[src/rtl/hazard_controller.sv]
// Pipeline hazard controller: load-use interlock, branch flush and data-memory freeze with timeout.
// Optional performance counters are compiled in with `define HAZARD_PERF_CNT_EN.
module hazard_controller (
  input  logic       clk,
  input  logic       reset,
  input  logic [4:0] IF_ID_Rs1,
  input  logic [4:0] IF_ID_Rs2,
  input  logic       IF_ID_UsesRs2,
  input  logic       ID_EX_MemRead,
  input  logic [4:0] ID_EX_Rd,
  input  logic       EX_BranchTaken,
  input  logic       EX_MEM_MemRead,
  input  logic       EX_MEM_MemWrite,
  input  logic       dmem_ready,
  output logic       PCWrite,
  output logic       IF_ID_Write,
  output logic       ID_EX_Write,
  output logic       EX_MEM_Write,
  output logic       IF_ID_Flush,
  output logic       ID_EX_Flush,
  output logic       MEM_WB_Bubble,
  output logic       PCSrc_Branch,
  output logic       timeout_err
`ifdef HAZARD_PERF_CNT_EN
  ,
  output logic [31:0] stall_cycles,
  output logic [31:0] flush_events,
  output logic [31:0] mem_wait_cycles
`endif
);

  typedef enum logic {
    RUN      = 1'b0,
    MEM_WAIT = 1'b1
  } state_t;

  state_t     state;
  state_t     next_state;
  logic [7:0] wait_cnt;
  logic [7:0] wait_cnt_next;

  logic mem_stall;
  logic load_use;
  logic branch_sel;
  logic load_use_sel;

  function automatic logic [7:0] sat_inc(input logic [7:0] v);
    return (v == 8'hFF) ? 8'hFF : v + 8'd1;
  endfunction

  // Hazard detection; the interlock never fires for x0 since it is hardwired zero.
  assign mem_stall = (EX_MEM_MemRead | EX_MEM_MemWrite) & ~dmem_ready;
  assign load_use  = ID_EX_MemRead & (ID_EX_Rd != 5'd0) &
                     ((ID_EX_Rd == IF_ID_Rs1) |
                      (IF_ID_UsesRs2 & (ID_EX_Rd == IF_ID_Rs2)));

  assign branch_sel   = ~mem_stall & EX_BranchTaken;
  assign load_use_sel = ~mem_stall & ~EX_BranchTaken & load_use;

  always_ff @(posedge clk or posedge reset) begin
    if (reset) state <= RUN;
    else       state <= next_state;
  end

  always_comb begin
    next_state = state;
    case (state)
      RUN:      if (mem_stall)  next_state = MEM_WAIT;
      MEM_WAIT: if (!mem_stall) next_state = RUN;
      default:                  next_state = RUN;
    endcase
  end

  // Freeze takes precedence; a branch kills the dependent instruction, so load-use is moot.
  always_comb begin
    PCWrite       = 1'b1;
    IF_ID_Write   = 1'b1;
    ID_EX_Write   = 1'b1;
    EX_MEM_Write  = 1'b1;
    IF_ID_Flush   = 1'b0;
    ID_EX_Flush   = 1'b0;
    MEM_WB_Bubble = 1'b0;
    PCSrc_Branch  = 1'b0;
    if (reset) begin
      PCWrite       = 1'b0;
      IF_ID_Write   = 1'b0;
      ID_EX_Write   = 1'b0;
      EX_MEM_Write  = 1'b0;
      IF_ID_Flush   = 1'b1;
      ID_EX_Flush   = 1'b1;
      MEM_WB_Bubble = 1'b1;
    end else if (mem_stall) begin
      PCWrite       = 1'b0;
      IF_ID_Write   = 1'b0;
      ID_EX_Write   = 1'b0;
      EX_MEM_Write  = 1'b0;
      MEM_WB_Bubble = 1'b1;
    end else if (branch_sel) begin
      PCSrc_Branch  = 1'b1;
      IF_ID_Flush   = 1'b1;
      ID_EX_Flush   = 1'b1;
    end else if (load_use_sel) begin
      PCWrite       = 1'b0;
      IF_ID_Write   = 1'b0;
      ID_EX_Flush   = 1'b1;
    end
  end

  // Counter restarts from zero on entry and counts each further cycle spent waiting.
  always_comb begin
    wait_cnt_next = 8'd0;
    if (next_state == MEM_WAIT && state == MEM_WAIT)
      wait_cnt_next = sat_inc(wait_cnt);
  end

  always_ff @(posedge clk or posedge reset) begin
    if (reset) begin
      wait_cnt    <= 8'd0;
      timeout_err <= 1'b0;
    end else begin
      wait_cnt <= wait_cnt_next;
      if (next_state == MEM_WAIT && wait_cnt_next == 8'hFF)
        timeout_err <= 1'b1;
    end
  end

`ifdef HAZARD_PERF_CNT_EN
  always_ff @(posedge clk or posedge reset) begin
    if (reset) begin
      stall_cycles    <= 32'd0;
      flush_events    <= 32'd0;
      mem_wait_cycles <= 32'd0;
    end else begin
      stall_cycles    <= stall_cycles + 32'(load_use_sel);
      flush_events    <= flush_events + 32'(branch_sel);
      mem_wait_cycles <= mem_wait_cycles + 32'(mem_stall);
    end
  end
`endif

endmodule

[config.mk]
export PLATFORM = sky130hd
export DESIGN_NAME = hazard_controller
export DESIGN_NICKNAME = d
export VERILOG_FILES = /design/src/rtl/hazard_controller.sv
export SDC_FILE = /design/constraint.sdc
export NUM_CORES = 1
export LEC_CHECK = 0
export BUFFER_PORTS_ARGS = -buffer_cell sky130_fd_sc_hd__buf_4
export CAP_MARGIN = 20
export CORE_UTILIZATION = 49
export DETAILED_ROUTE_END_ITERATION = 7
export GPL_ROUTABILITY_DRIVEN = 0
export PLACE_DENSITY = 0.9
export SETUP_SLACK_MARGIN = 0.3
export SLEW_MARGIN = 20
export SYNTH_ARGS = -nofsm -noshare
export SYNTH_HDL_FRONTEND = slang
export SYNTH_SLANG_ARGS = --single-unit
[constraint.sdc]
create_clock -name clk -period 3.4 [get_ports clk]
set_input_delay 0.68 -clock clk [delete_from_list [all_inputs] [get_ports clk]]
set_output_delay 0.68 -clock clk [all_outputs]
set_load 0.02 [all_outputs]
# ---- Word level (Yosys, flattened, before mapping)
# Index checks and enable logic that the tools add are counted.
dict set report word_totals {
  ff_bits 10
  latchBits 0
  ram_bits 0
  romBits 0
  n_memories 0
}
dict set report op_classes {
  addsub 1
  n_mul 0
  n_div 0
  order_cmp 0
  n_eq_ne 4
  shift 0
  muxes 18
  bitwise_logic 12
  reduce_logical 3
}
# op count
set ops {}
lappend ops {{$eq 8x8->1 const B} 2}
lappend ops {{$mux 1} 16}
lappend ops {{$mux 8} 2}
lappend ops {{$eq 5x5->1} 2}
lappend ops {{$add 8x1->8 const B} 1}
lappend ops {{$and 1x1->1} 7}
lappend ops {{$reduce_bool 5->1} 1}
lappend ops {{$not 1->1} 3}
lappend ops {{$logic_and 1x1->1} 2}
lappend ops {{$or 1x1->1} 2}

# ---- Longest topological paths before layout
dict set report logic_depth {
  depth_word 9
  depth_mapped 7
  mapped_depth_nobuf 6
}

# ---- Least setup slack after synthesis
# No wires, ideal clock.
dict set report synth_path {
  kind {input to output}
  from {input port ID_EX_Rd[1]}
  to {output port PCWrite}
  arrival_ns 1.837
  setup_slack_ns 0.883
  cell_stages 4
  n_path_buf 1
  cell_sequence {or4_1 -> o221ai_1 -> and2_1 -> buf_4}
}
dict set report synth_between {
  elab_chain_len 9
  word_cells_on_any_way 12
}
# element line
set synth_lines {}
lappend synth_lines {{start: declaration} 10} ;# input logic [4:0] ID_EX_Rd,
lappend synth_lines {{$eq 5x5->1} 55} ;# (IF_ID_UsesRs2 & (ID_EX_Rd == IF_ID_Rs2)));
lappend synth_lines {{$and 1x1->1} 55}
lappend synth_lines {{$or 1x1->1} 54} ;# ((ID_EX_Rd == IF_ID_Rs1) |
lappend synth_lines {{$and 1x1->1 (*)} 53} ;# assign load_use = ID_EX_MemRead & (ID_EX_Rd != 5'd0) &
lappend synth_lines {{$and 1x1->1 (*)} 58} ;# assign load_use_sel = ~mem_stall & ~EX_BranchTaken & load_use;
lappend synth_lines {{$mux 1 (*) (4 in series)} --}
lappend synth_lines {{end: declaration} 15} ;# output logic PCWrite,
# Every way passes the cells marked *; elsewhere a longest branch is shown, timed or not.

# ---- Final worst setup path
dict set report layout_path {
  from {input port ID_EX_Rd[1]}
  to {output port IF_ID_Write}
}
dict set report layout_between {
  elab_chain_len 9
  word_cells_on_any_way 12
}
# element line
set layout_lines {}
lappend layout_lines {{$eq 5x5->1} 55}
lappend layout_lines {{$and 1x1->1} 55}
lappend layout_lines {{$or 1x1->1} 54}
lappend layout_lines {{$and 1x1->1 (*)} 53}
lappend layout_lines {{$and 1x1->1 (*)} 58}
lappend layout_lines {{$mux 1 (*)} 102} ;# end else if (load_use_sel) begin
lappend layout_lines {{$mux 1 (*)} 98} ;# end else if (branch_sel) begin
lappend layout_lines {{$mux 1 (*)} 92} ;# end else if (mem_stall) begin
lappend layout_lines {{$mux 1 (*)} 84} ;# if (reset) begin
lappend layout_lines {{end: declaration} 16} ;# output logic IF_ID_Write,
# Marked as above.

==> flow_summary_export.csv <==
group,metric,value,unit
clock_network,cts-htree-levels,1,
sta,clock-skew-final,0.00537,ns
sta,fmax,391,MHz
floorplan,start_util,0.552,
routing,first_pass_iters,4,
routing,ant_nets,0,
worst_setup_path,cp_top_family,"simple AND/OR/NAND/NOR gates",
routing,drtIter0Drc,13,
sta,slew_viol_final,0,
worst_setup_path,path_cells,"buf_4 > or4_1 > o221ai_1 > and2_1 > buf_4",
clock_network,cts_tree,"built",
clock_network,cts.sinks,10,
yosys,synth-simple-area-share,0.304,
worst_setup_path,cp_slowest_cell,"or4_1",
worst_setup_path,worstSetupStartpointType,"input port",
yosys,synth_fa_ha_area_frac,0.0168,
placed_design,dpl.hpwl,1.48,mm
routing,vias_per_cell,5.50,
sta,fin_crit,2.56,ns
routing,post_drt_wl_per_cell,13.3,um
sta,fin_tns_setup,0,ns
global_routing,grt_pass1_wl,2.48,mm
worst_setup_path,arrival,1.88,ns
sta,rsz0062_at_grt,"false",
yosys,yosys_warnings,0,
pwr,power,0.000265,W
global_routing,grt_antenna_before_repair,0,
sta,worst_pin_slew,0.450,ns
pwr,ir_drop,0.208,mV
worst_setup_path,cp.required,2.72,ns
floorplan,die_y,41.0,um
clock_network,cts_root_buffer,"clkbuf_4",
pwr,powerDensity,267,mW/mm^2
sta,min_period_over_period,0.752,
sta,final_hold_viol_count,0,
clock_network,cts_buffers,3,
job,maxCapViolCount,0,
routing,drt-total-wl,1.80,mm
worst_setup_path,crit_fanout,3,
yosys,syn-cell-area,746,um^2
clock_network,cts.clk_slew.worst_paths,0.06,ns
global_routing,grt.overflow.total,0,
clock_network,cts_setup_buffers,0,
floorplan,rows,13,
worst_setup_path,cp-end-kind,"output port",
yosys,syn_inst,90,
yosys,synth.area.mux_share,0.0134,
sta,slew-limit-headroom,0.699,
sta,setup_viol_count_final,0,
placed_design,place_area,970,um^2
floorplan,ios,32,
yosys,synth_compound_area_frac,0.116,
run_status,outcome,"complete, no violations",
global_routing,grtUsageTotal,0.242,
layout,finalInstanceArea,992,um^2
yosys,syn_avg_cell_area,8.29,um^2
clock_network,clk_latency,0.27,ns
layout,nets,146,
worst_setup_path,cpPeakStageDelay,0.53,ns
clock_network,cts-resized-gates,0,
floorplan,die_x,41.0,um
yosys,synth_top_family_by_area,"simple AND/OR/NAND/NOR gates",
yosys,ys_seq_area_frac,0.336,
worst_hold_path,hold_path_class,"in -> async",
layout,fillerInstances,107,
clock_network,cts_hold_buffers,0,
worst_setup_path,timing.critical_path.mode_cell,"buf_4",
layout,final_util,0.735,
routing,drc_errors,0,
yosys,synth-seq-cells,10,
layout,diodes,0,
pwr,p_leak,0.462,nW
clock_network,cts_buffer_depth,2,
global_routing,first_global_vias,600,
global_routing,grt_start_max_net_pins,14,
yosys,synth-xor-area-share,0.153,
worst_setup_path,path_class,"in -> out",
yosys,synth_nets,114,
worst_setup_path,path_buf_inv,2,
placed_design,port_buffers,31,
floorplan,core-area,0.00135,mm^2
floorplan,die_area,0.00168,mm^2
layout,area_growth,33.1,%
yosys,synth_cell_types,29,
routing,via_count,742,
layout,final_layout_size_suffix_gt1_frac,0.308,
==> path summary, 6_finish.rpt <==
path | start | to | slack [ns] | cells after the start
setup / recovery | ID_EX_Rd[1] | IF_ID_Write | 0.84 | 5
hold / removal | reset | wait_cnt[3] | 0.43 | 2
setup reg to reg | wait_cnt[0] | timeout_err | 1.76 | 5
hold reg to reg | timeout_err | timeout_err | 0.49 | 1
max in group asynchronous | reset | wait_cnt[6] | 2.66 | 2
min in group clk | timeout_err | timeout_err | 0.49 | 1
==> registers in the layout, summed over array words and instances (netlist names) <==
register     flops
wait_cnt         8
state            1
timeout_err      1
==> through the flow <==
step | hold slack [ns] | setup slack (ns) | instances
2_1_floorplan | 0.505 | 0.883 | 90
3_3_place_gp | 0.456 | 0.857 | 132
3_5_place_dp | 0.469 | 0.837 | 132
4_1_cts | 0.436 | 0.833 | 135
5_1_grt | 0.465 | 0.742 | 135
6_report | 0.427 | 0.843 | 135
==> cell type report <==
class / instances / area (um^2) / area share
inverter: 5 / 18.8 / 0.0189
sequential: 10 / 250 / 0.252
timing repair buffer: 31 / 233 / 0.235
clock buffer: 3 / 22.5 / 0.0227
tap: 15 / 18.8 / 0.0189
multi-input combinational: 71 / 449 / 0.453
==> cells in the final DEF (no fill, tap or decap), drive strengths merged, types with 3 or more instances in the layout <==
cell type,Yosys,final
a21oi,5,5
and3,5,5
buf,4,31
clkbuf,0,3
dfrtp,10,10
inv,5,5
nand2,8,8
nand3,7,7
nor2,11,11
nor3,4,4
xnor2,5,5
xor2,8,8
==> kinds of logic (layout without fill, tap and decap cells) <==
family / after synthesis / in the layout
compound gates: 13 / 13
xor+xnor: 13 / 13
flops: 10 / 10
buf+inv: 9 / 39
fa+ha+maj: 1 / 1
mux: 1 / 1
simple gates: 43 / 43
==> layer usage <==
metal	GRT usage	wire length [um]
met5	0	0
met3	0.0978	85
met2	0.391	995
met4	0.125	31
met1	0.270	683
==> power by group <==
group	internal (W)	total [W]	switching (W)
sequential	0.000121	0.000122	0.00000142
combinational	0.0000339	0.0000648	0.0000308
clock	0.0000407	0.0000779	0.0000372
total	0.000195	0.000265	0.0000694
==> synth_stat cells <==
master     n  area [um^2]
o211ai_1   1         7.51
dfrtp_1   10          250
inv_1      5         18.8
a31oi_1    1         6.26
nor3_2     1         10.0
or4_1      1         7.51
a21oi_1    5         25.0
o31ai_2    1         12.5
mux2i_1    1         10.0
nand4b_1   2         17.5
xor2_1     8         70.1
o221ai_1   1         8.76
a211oi_1   1         7.51
nand4_2    1         12.5
nor3b_1    1         7.51
a31o_1     1         8.76
nor2_1    11         41.3
nand3_1    7         35.0
buf_2      1         5.00
or2_1      1         6.26
ha_1       1         12.5
and3_1     5         31.3
nand2_1    8         30.0
nor3_1     3         15.0
xnor2_1    5         43.8
buf_4      3         22.5
nor4_1     1         6.26
and2_1     1         6.26
o21ai_1    2         10.0
No activity file was read; power rests on OpenSTA's default activity.
